[src/rtl/fp_op_sequencer.sv]
// fp_op_sequencer
//
// This block sequences one floating-point operation at a time through an
// external datapath. It accepts a request, latches the operands and pulses
// start. It then waits for a done pulse or a timeout. After that it holds a
// response until the consumer accepts it.
//
// Ports:
//   clk_in            clock, all state changes on its rising edge
//   rst_in            asynchronous active-high reset
//   req_valid_in      request offered
//   req_ready_out     high only in IDLE; request taken with req_valid_in
//   op_a_in, op_b_in  request operands
//   a_out, b_out      operands latched at acceptance, held until next acceptance
//   start_out         one-cycle start pulse (START state)
//   done_in           one-cycle completion pulse from the datapath
//   result_in         datapath result, valid with done_in
//   rsp_valid_out     response available (RESP state)
//   rsp_ready_in      response consumer ready
//   rsp_data_out      captured result, or 0 on timeout
//   rsp_timeout_out   response is an abort (no done_in arrived)
//   busy_out          high in every state except IDLE
//   stray_done_out    sticky: done_in seen outside WAIT, cleared only by reset

module fp_op_sequencer #(
    parameter int unsigned DATA_W  = 32,
    parameter int unsigned TIMEOUT = 40   // legal range 2..255
) (
    input  logic              clk_in,
    input  logic              rst_in,
    input  logic              req_valid_in,
    output logic              req_ready_out,
    input  logic [DATA_W-1:0] op_a_in,
    input  logic [DATA_W-1:0] op_b_in,
    output logic [DATA_W-1:0] a_out,
    output logic [DATA_W-1:0] b_out,
    output logic              start_out,
    input  logic              done_in,
    input  logic [DATA_W-1:0] result_in,
    output logic              rsp_valid_out,
    input  logic              rsp_ready_in,
    output logic [DATA_W-1:0] rsp_data_out,
    output logic              rsp_timeout_out,
    output logic              busy_out,
    output logic              stray_done_out
);

    typedef enum logic [1:0] {
        StIdle,
        StStart,
        StWait,
        StResp
    } state_e;

    // Value the wait counter holds in the last permitted WAIT cycle.
    localparam logic [7:0] TimeoutLast = 8'(TIMEOUT - 1);

    state_e            state_q, state_d;
    logic [7:0]        cnt_q, cnt_d;
    logic [DATA_W-1:0] a_q, a_d;
    logic [DATA_W-1:0] b_q, b_d;
    logic [DATA_W-1:0] rsp_data_q, rsp_data_d;
    logic              rsp_timeout_q, rsp_timeout_d;
    logic              stray_q, stray_d;

    always_ff @(posedge clk_in or posedge rst_in) begin
        if (rst_in) begin
            state_q       <= StIdle;
            cnt_q         <= '0;
            a_q           <= '0;
            b_q           <= '0;
            rsp_data_q    <= '0;
            rsp_timeout_q <= 1'b0;
            stray_q       <= 1'b0;
        end else begin
            state_q       <= state_d;
            cnt_q         <= cnt_d;
            a_q           <= a_d;
            b_q           <= b_d;
            rsp_data_q    <= rsp_data_d;
            rsp_timeout_q <= rsp_timeout_d;
            stray_q       <= stray_d;
        end
    end

    always_comb begin
        state_d       = state_q;
        cnt_d         = cnt_q;
        a_d           = a_q;
        b_d           = b_q;
        rsp_data_d    = rsp_data_q;
        rsp_timeout_d = rsp_timeout_q;
        // The FSM ignores a done pulse outside WAIT, but the pulse is remembered.
        stray_d       = stray_q | (done_in && (state_q != StWait));

        case (state_q)
            StIdle: begin
                if (req_valid_in) begin
                    a_d     = op_a_in;
                    b_d     = op_b_in;
                    state_d = StStart;
                end
            end
            StStart: begin
                cnt_d   = '0;
                state_d = StWait;
            end
            StWait: begin
                // done_in takes priority over a timeout in the same cycle.
                if (done_in) begin
                    rsp_data_d    = result_in;
                    rsp_timeout_d = 1'b0;
                    state_d       = StResp;
                end else if (cnt_q == TimeoutLast) begin
                    rsp_data_d    = '0;
                    rsp_timeout_d = 1'b1;
                    state_d       = StResp;
                end else if (cnt_q != 8'hFF) begin
                    cnt_d = cnt_q + 8'd1;
                end
            end
            StResp: begin
                if (rsp_ready_in) begin
                    state_d = StIdle;
                end
            end
            default: begin
                state_d = StIdle;
            end
        endcase
    end

    assign req_ready_out   = (state_q == StIdle);
    assign start_out       = (state_q == StStart);
    assign rsp_valid_out   = (state_q == StResp);
    assign busy_out        = (state_q != StIdle);
    assign a_out           = a_q;
    assign b_out           = b_q;
    assign rsp_data_out    = rsp_data_q;
    assign rsp_timeout_out = rsp_timeout_q;
    assign stray_done_out  = stray_q;

endmodule

[config.mk]
export PLATFORM = sky130hd
export DESIGN_NAME = fp_op_sequencer
export DESIGN_NICKNAME = d
export VERILOG_FILES = /design/src/rtl/fp_op_sequencer.sv
export SDC_FILE = /design/constraint.sdc
export NUM_CORES = 1
export LEC_CHECK = 0
export BUFFER_PORTS_ARGS = -buffer_cell sky130_fd_sc_hd__buf_4
export CAP_MARGIN = 20
export CORE_ASPECT_RATIO = 1.1
export CORE_MARGIN = 5
export CORE_UTILIZATION = 41
export CTS_CLUSTER_DIAMETER = 50
export CTS_CLUSTER_SIZE = 40
export DETAILED_ROUTE_END_ITERATION = 16
export PLACE_DENSITY = 0.75
export SYNTH_ARGS = -nofsm -noshare
export SYNTH_HDL_FRONTEND = slang
export SYNTH_SLANG_ARGS = --single-unit
[constraint.sdc]
create_clock -name clk_in -period 3.17 [get_ports clk_in]
set_input_delay 0.1585 -clock clk_in [delete_from_list [all_inputs] [get_ports clk_in]]
set_output_delay 0.1585 -clock clk_in [all_outputs]
set_load 0.01 [all_outputs]
After elaboration in Yosys (flattened, before gate mapping)
Cells that the tools add are included.
Widths: inputs -> output; s select.

storage, ports and cells
  register bits after elaboration = 108
  input bits = 101
  word-level logic and storage cells = 43

operators by class
  $add $sub $neg = 1
  reduce and logical (&&, ||, !) cells = 9
  bitwise operators = 1
  equality and inequality tests = 12
  mux-type cells = 13

operators by type and width
  cell                 number
  $mux 32              2
  $mux 8               3
  $pmux 8 s2           1
  $ne 2x2->1 const B   5
  $add 8x1->8 const B  1
  $eq 8x6->1 const B   1
  $mux 2               4
  $ne 8x8->1 const B   1
  $pmux 2 s4           1
  $reduce_bool 2->1    3
  $eq 2x2->1 const B   2
  $reduce_and 2->1     2
  $reduce_and 4->1     1
  $ne 3x3->1 const B   1
  $reduce_and 3->1     1
  $eq 2x1->1 const B   1
  $logic_not 2->1      1
  $mux 1               2
  $ne 2x1->1 const B   1
  $logic_and 1x1->1    1
  $or 1x1->1           1

Depth between registers and ports, before layout
  depth after elaboration = 5
  gate-level depth with buffers = 7
  gate-level depth less buffers = 6

Worst setup path after synthesis
OpenSTA, ideal clock, no wires.

  path kind = register -> register
  from = register state_q[0]
  to = register cnt_q[1]
  cell stages (with the launch flop) = 7
  data required time = 3.048 ns
  path buffers = 0
  clock period less this slack = 1.845 ns
  arrival = 1.723 ns
  library setup time = 0.122 ns
  slack = 1.325 ns
  cell sequence = dfrtp_1 inv_1 ha_1 and2b_2 o32a_1 or2_4 a32o_1

on the way
  longest elaborated chain between the ends = 3
  elaborated cells on any way between the ends = 8

ends and longest elaborated chain
  item                                                                     RTL line  source
  start: declaration                                                       58        state_e state_q, state_d;
  start signal: assignment                                                 68        state_q <= StIdle;
  start signal: assignment                                                 76        state_q <= state_d;
  $eq 2x2->1 / $eq 2x1->1 (equally long branches)                          96        case (state_q)
  $ne 2x2->1 (no source line) / $reduce_bool 2->1 (equally long branches)  --
  $reduce_and 4->1 (no source line)                                        --
  end signal: assignment                                                   77        cnt_q <= cnt_d;
  end: declaration                                                         59        logic [7:0] cnt_q, cnt_d;

Parallel ways exist; a longest one is shown, timed or not.
A chain may end at the register's enable or synchronous reset.

Final worst setup path
Ends and elaborated chain as after synthesis.

==> impl_results.md <==
- Outcome: completed
- Post-Route WL: 10700 um
- Post-DR wirelength/cell: 17.4 um
- Finish-stage setup viols: 0
- GRT Util Overall: 17.1%
- Startpoint Class: flop
- Max Fclk: 442 MHz
- Largest area contributor in the netlist: dfrtp_1
- Pleak: 3.05 nW
- RePlAce Congestion: 0.864
- FP Rows: 38
- Hold Vio Cnt, Final: 0
- Die ar.: 12400 um2
- Total negative slack: 0 ns
- Syn Area/Cell: 14.7 um2
- Post-synth top cells: 108 x dfrtp_1, 65 x mux2_2, 32 x a22o_1, 14 x clkbuf_1, 7 x inv_1
- IO buf count: 202
- Global-route wire length before repair: 16900 um
- Crit path required time: 3.41 ns
- Max-cap check violation count: 0
- Number of global-route vias before repair: 3391
- Io pins: 203
- Period utilization: 71.3%
- Post-CTS setup repair buffer count: 0
- Initial antenna violation count: 0
- Hold Path Cell Cnt: 2
- Crit Path Max Fanout: 14
- Share of cells above drive strength 1: 59.4%
- Placed Area: 5890 um2
- Largest net degree at the start of global routing: 68
- Max VDD drop: 485 uV
- Ys async rst share: 100%
- Root Buffer Master: clkbuf_8
- Placeable Area: 9940 um2
- Die Y-Extent: 116 um
- Starting Density: 42.4%
- Diode count: 0
- Primary FF master, synth: dfrtp_1
- P per Cell Area: 975 nW/um2
- Layout net count: 597
- CP arrival: 2.50 ns
- Seq/Total Area, Yosys: 64.2%
- Drc violations: 0
- Worst slew pin tran: 0.816 ns
- Yosys warns: 0
- Synth Register Bits: 108
- Max Root-Sink Buffers: 2
- CTS Hold Bufs: 1
- Fin area: 6120 um2
- Die width: 107 um
- Area Overhead vs Synth: 45.2%
- Share of the synthesized area in the top cell type: 64.2%
- ANT nets after route: 0
- 1st-iter DRT viols: 108
- Hold Path Class: in -> reg
- Post-Syn Area: 4210 um2
- Synth top area cells: dfrtp_1 64%, mux2_2 17%, a22o_1 6.7%
- Setup CP Type: reg -> reg
- CTS HTree Levels: 3
- Avg Vias per Cell: 5.17
- Worst skew pair latency: 0.35 ns
- CTS tree: built
- Grt total ovfl: 0
- FILL cells: 788
- CTS resizes: 0
- RSZ-0062 raised after global routing: no
- Via count: 3181
- Pre-Repair DR Iteration Count: 4
- Detailed placer's ending HPWL: 8020 um
- Clk sink count: 108
- Crit end category: flop
- Clk slew on worst S/H paths: 0.10 ns
- Number of enable flip-flop cells after synthesis: 0
- Count leader, synth: dfrtp_1
- Worst Skew: 0.00933 ns
- Min Tclk post-route: 2.26 ns
- Max Slew Vio Count: 0
- Netlist cell types: 34
- Reg2Reg Depth: 6
- CTS Buf Count: 9
- Slew margin rel.: 45.6%
- Cells after synthesis: 286
- Synthesized Nets: 393
==> kinds of logic after synthesis <==
kind of cell / Yosys count / synth area share, %
DFF: 108 / 64.2
buffers and inverters: 21 / 1.87
AOI/OAI and AO/OA: 55 / 10.8
and+or+nand+nor: 31 / 3.98
muxes: 65 / 17.4
adders and majority gates: 6 / 1.78
==> sequential cells by signal, summed over array words and instances (netlist names) <==
register,cells
rsp_timeout_out,1
b_out,32
cnt_q,8
rsp_data_out,32
state_q,2
stray_done_out,1
a_out,32
==> report_power, final <==
group / total, W / internal (W) / switching (W)
logic: 0.00268 / 0.00154 / 0.00114
registers: 0.00238 / 0.00202 / 0.000361
clock network: 0.000903 / 0.000467 / 0.000436
total: 0.00596 / 0.00403 / 0.00193
==> worst max-delay path: stages, from the launching register on <==
cell and delay [ns]:
dfrtp_1 0.42, inv_1 0.12, ha_1 0.45, and2b_2 0.30, o32a_1 0.34, or2_4 0.27, a32o_1 0.25
==> layer usage <==
metal / track usage, % / vias to the layer above / routed length, um
met5: 0 / - / 0
met4: 8.01 / 0 / 331
met2: 29.4 / 144 / 5440
met3: 4.86 / 23 / 854
li1: - / 1447 / -
met1: 19.8 / 1567 / 4070
==> cell usage in the layout, fill, tap and decap left out, types with 2 or more instances in the layout <==
master     instances
buf_4            204
dfrtp_1          108
mux2_2            65
a22o_1            32
clkbuf_8          10
inv_1              6
nor2_1             6
ha_1               6
nand3_1            5
a21oi_1            5
nor3_1             4
nand2_1            4
nand2b_1           3
a21o_1             2
o21ai_0            2
o22ai_1            2
o32a_1             2
clkbuf_1           2
bufinv_16          2
buf_12             2
==> stage by stage <==
step	total power (W)	util (%)	hold WS [ns]	std cells	worst slack, ns
final	0.00596	61.6	0.0237	615	0.908
after global routing	0.00634	61.6	0.00128	615	0.792
after CTS	0.00605	61.6	0.000768	615	0.919
after detailed placement	0.00513	59.3	0.387	598	0.943
after global placement	0.00502	59.3	0.380	598	1.01
after floorplan	0.00371	-	0.275	286	0.166
==> final timing paths <==
check	start	endpoint	slack, ns
hold / removal	result_in[28]	rsp_data_out[28]	0.02
max in group asynchronous	rst_in	cnt_q[5]	1.93
hold reg to reg	stray_done_out	stray_done_out	0.48
setup / recovery	state_q[0]	cnt_q[1]	0.91
min in group asynchronous	rst_in	b_out[8]	0.54
setup reg to reg	state_q[0]	cnt_q[1]	0.91
==> cell type report <==
type | count | area, um2 | area share, %
clock inverters | 4 | 72.6 | 1.19
repair buffers | 207 | 1580 | 25.9
flip-flops and latches | 108 | 2700 | 44.2
clock buffers | 12 | 145 | 2.37
multi-input cells | 157 | 1440 | 23.5
inverters | 7 | 28.8 | 0.470
well taps | 120 | 150 | 2.45
Note: power is estimated with default switching activity, not from simulation.
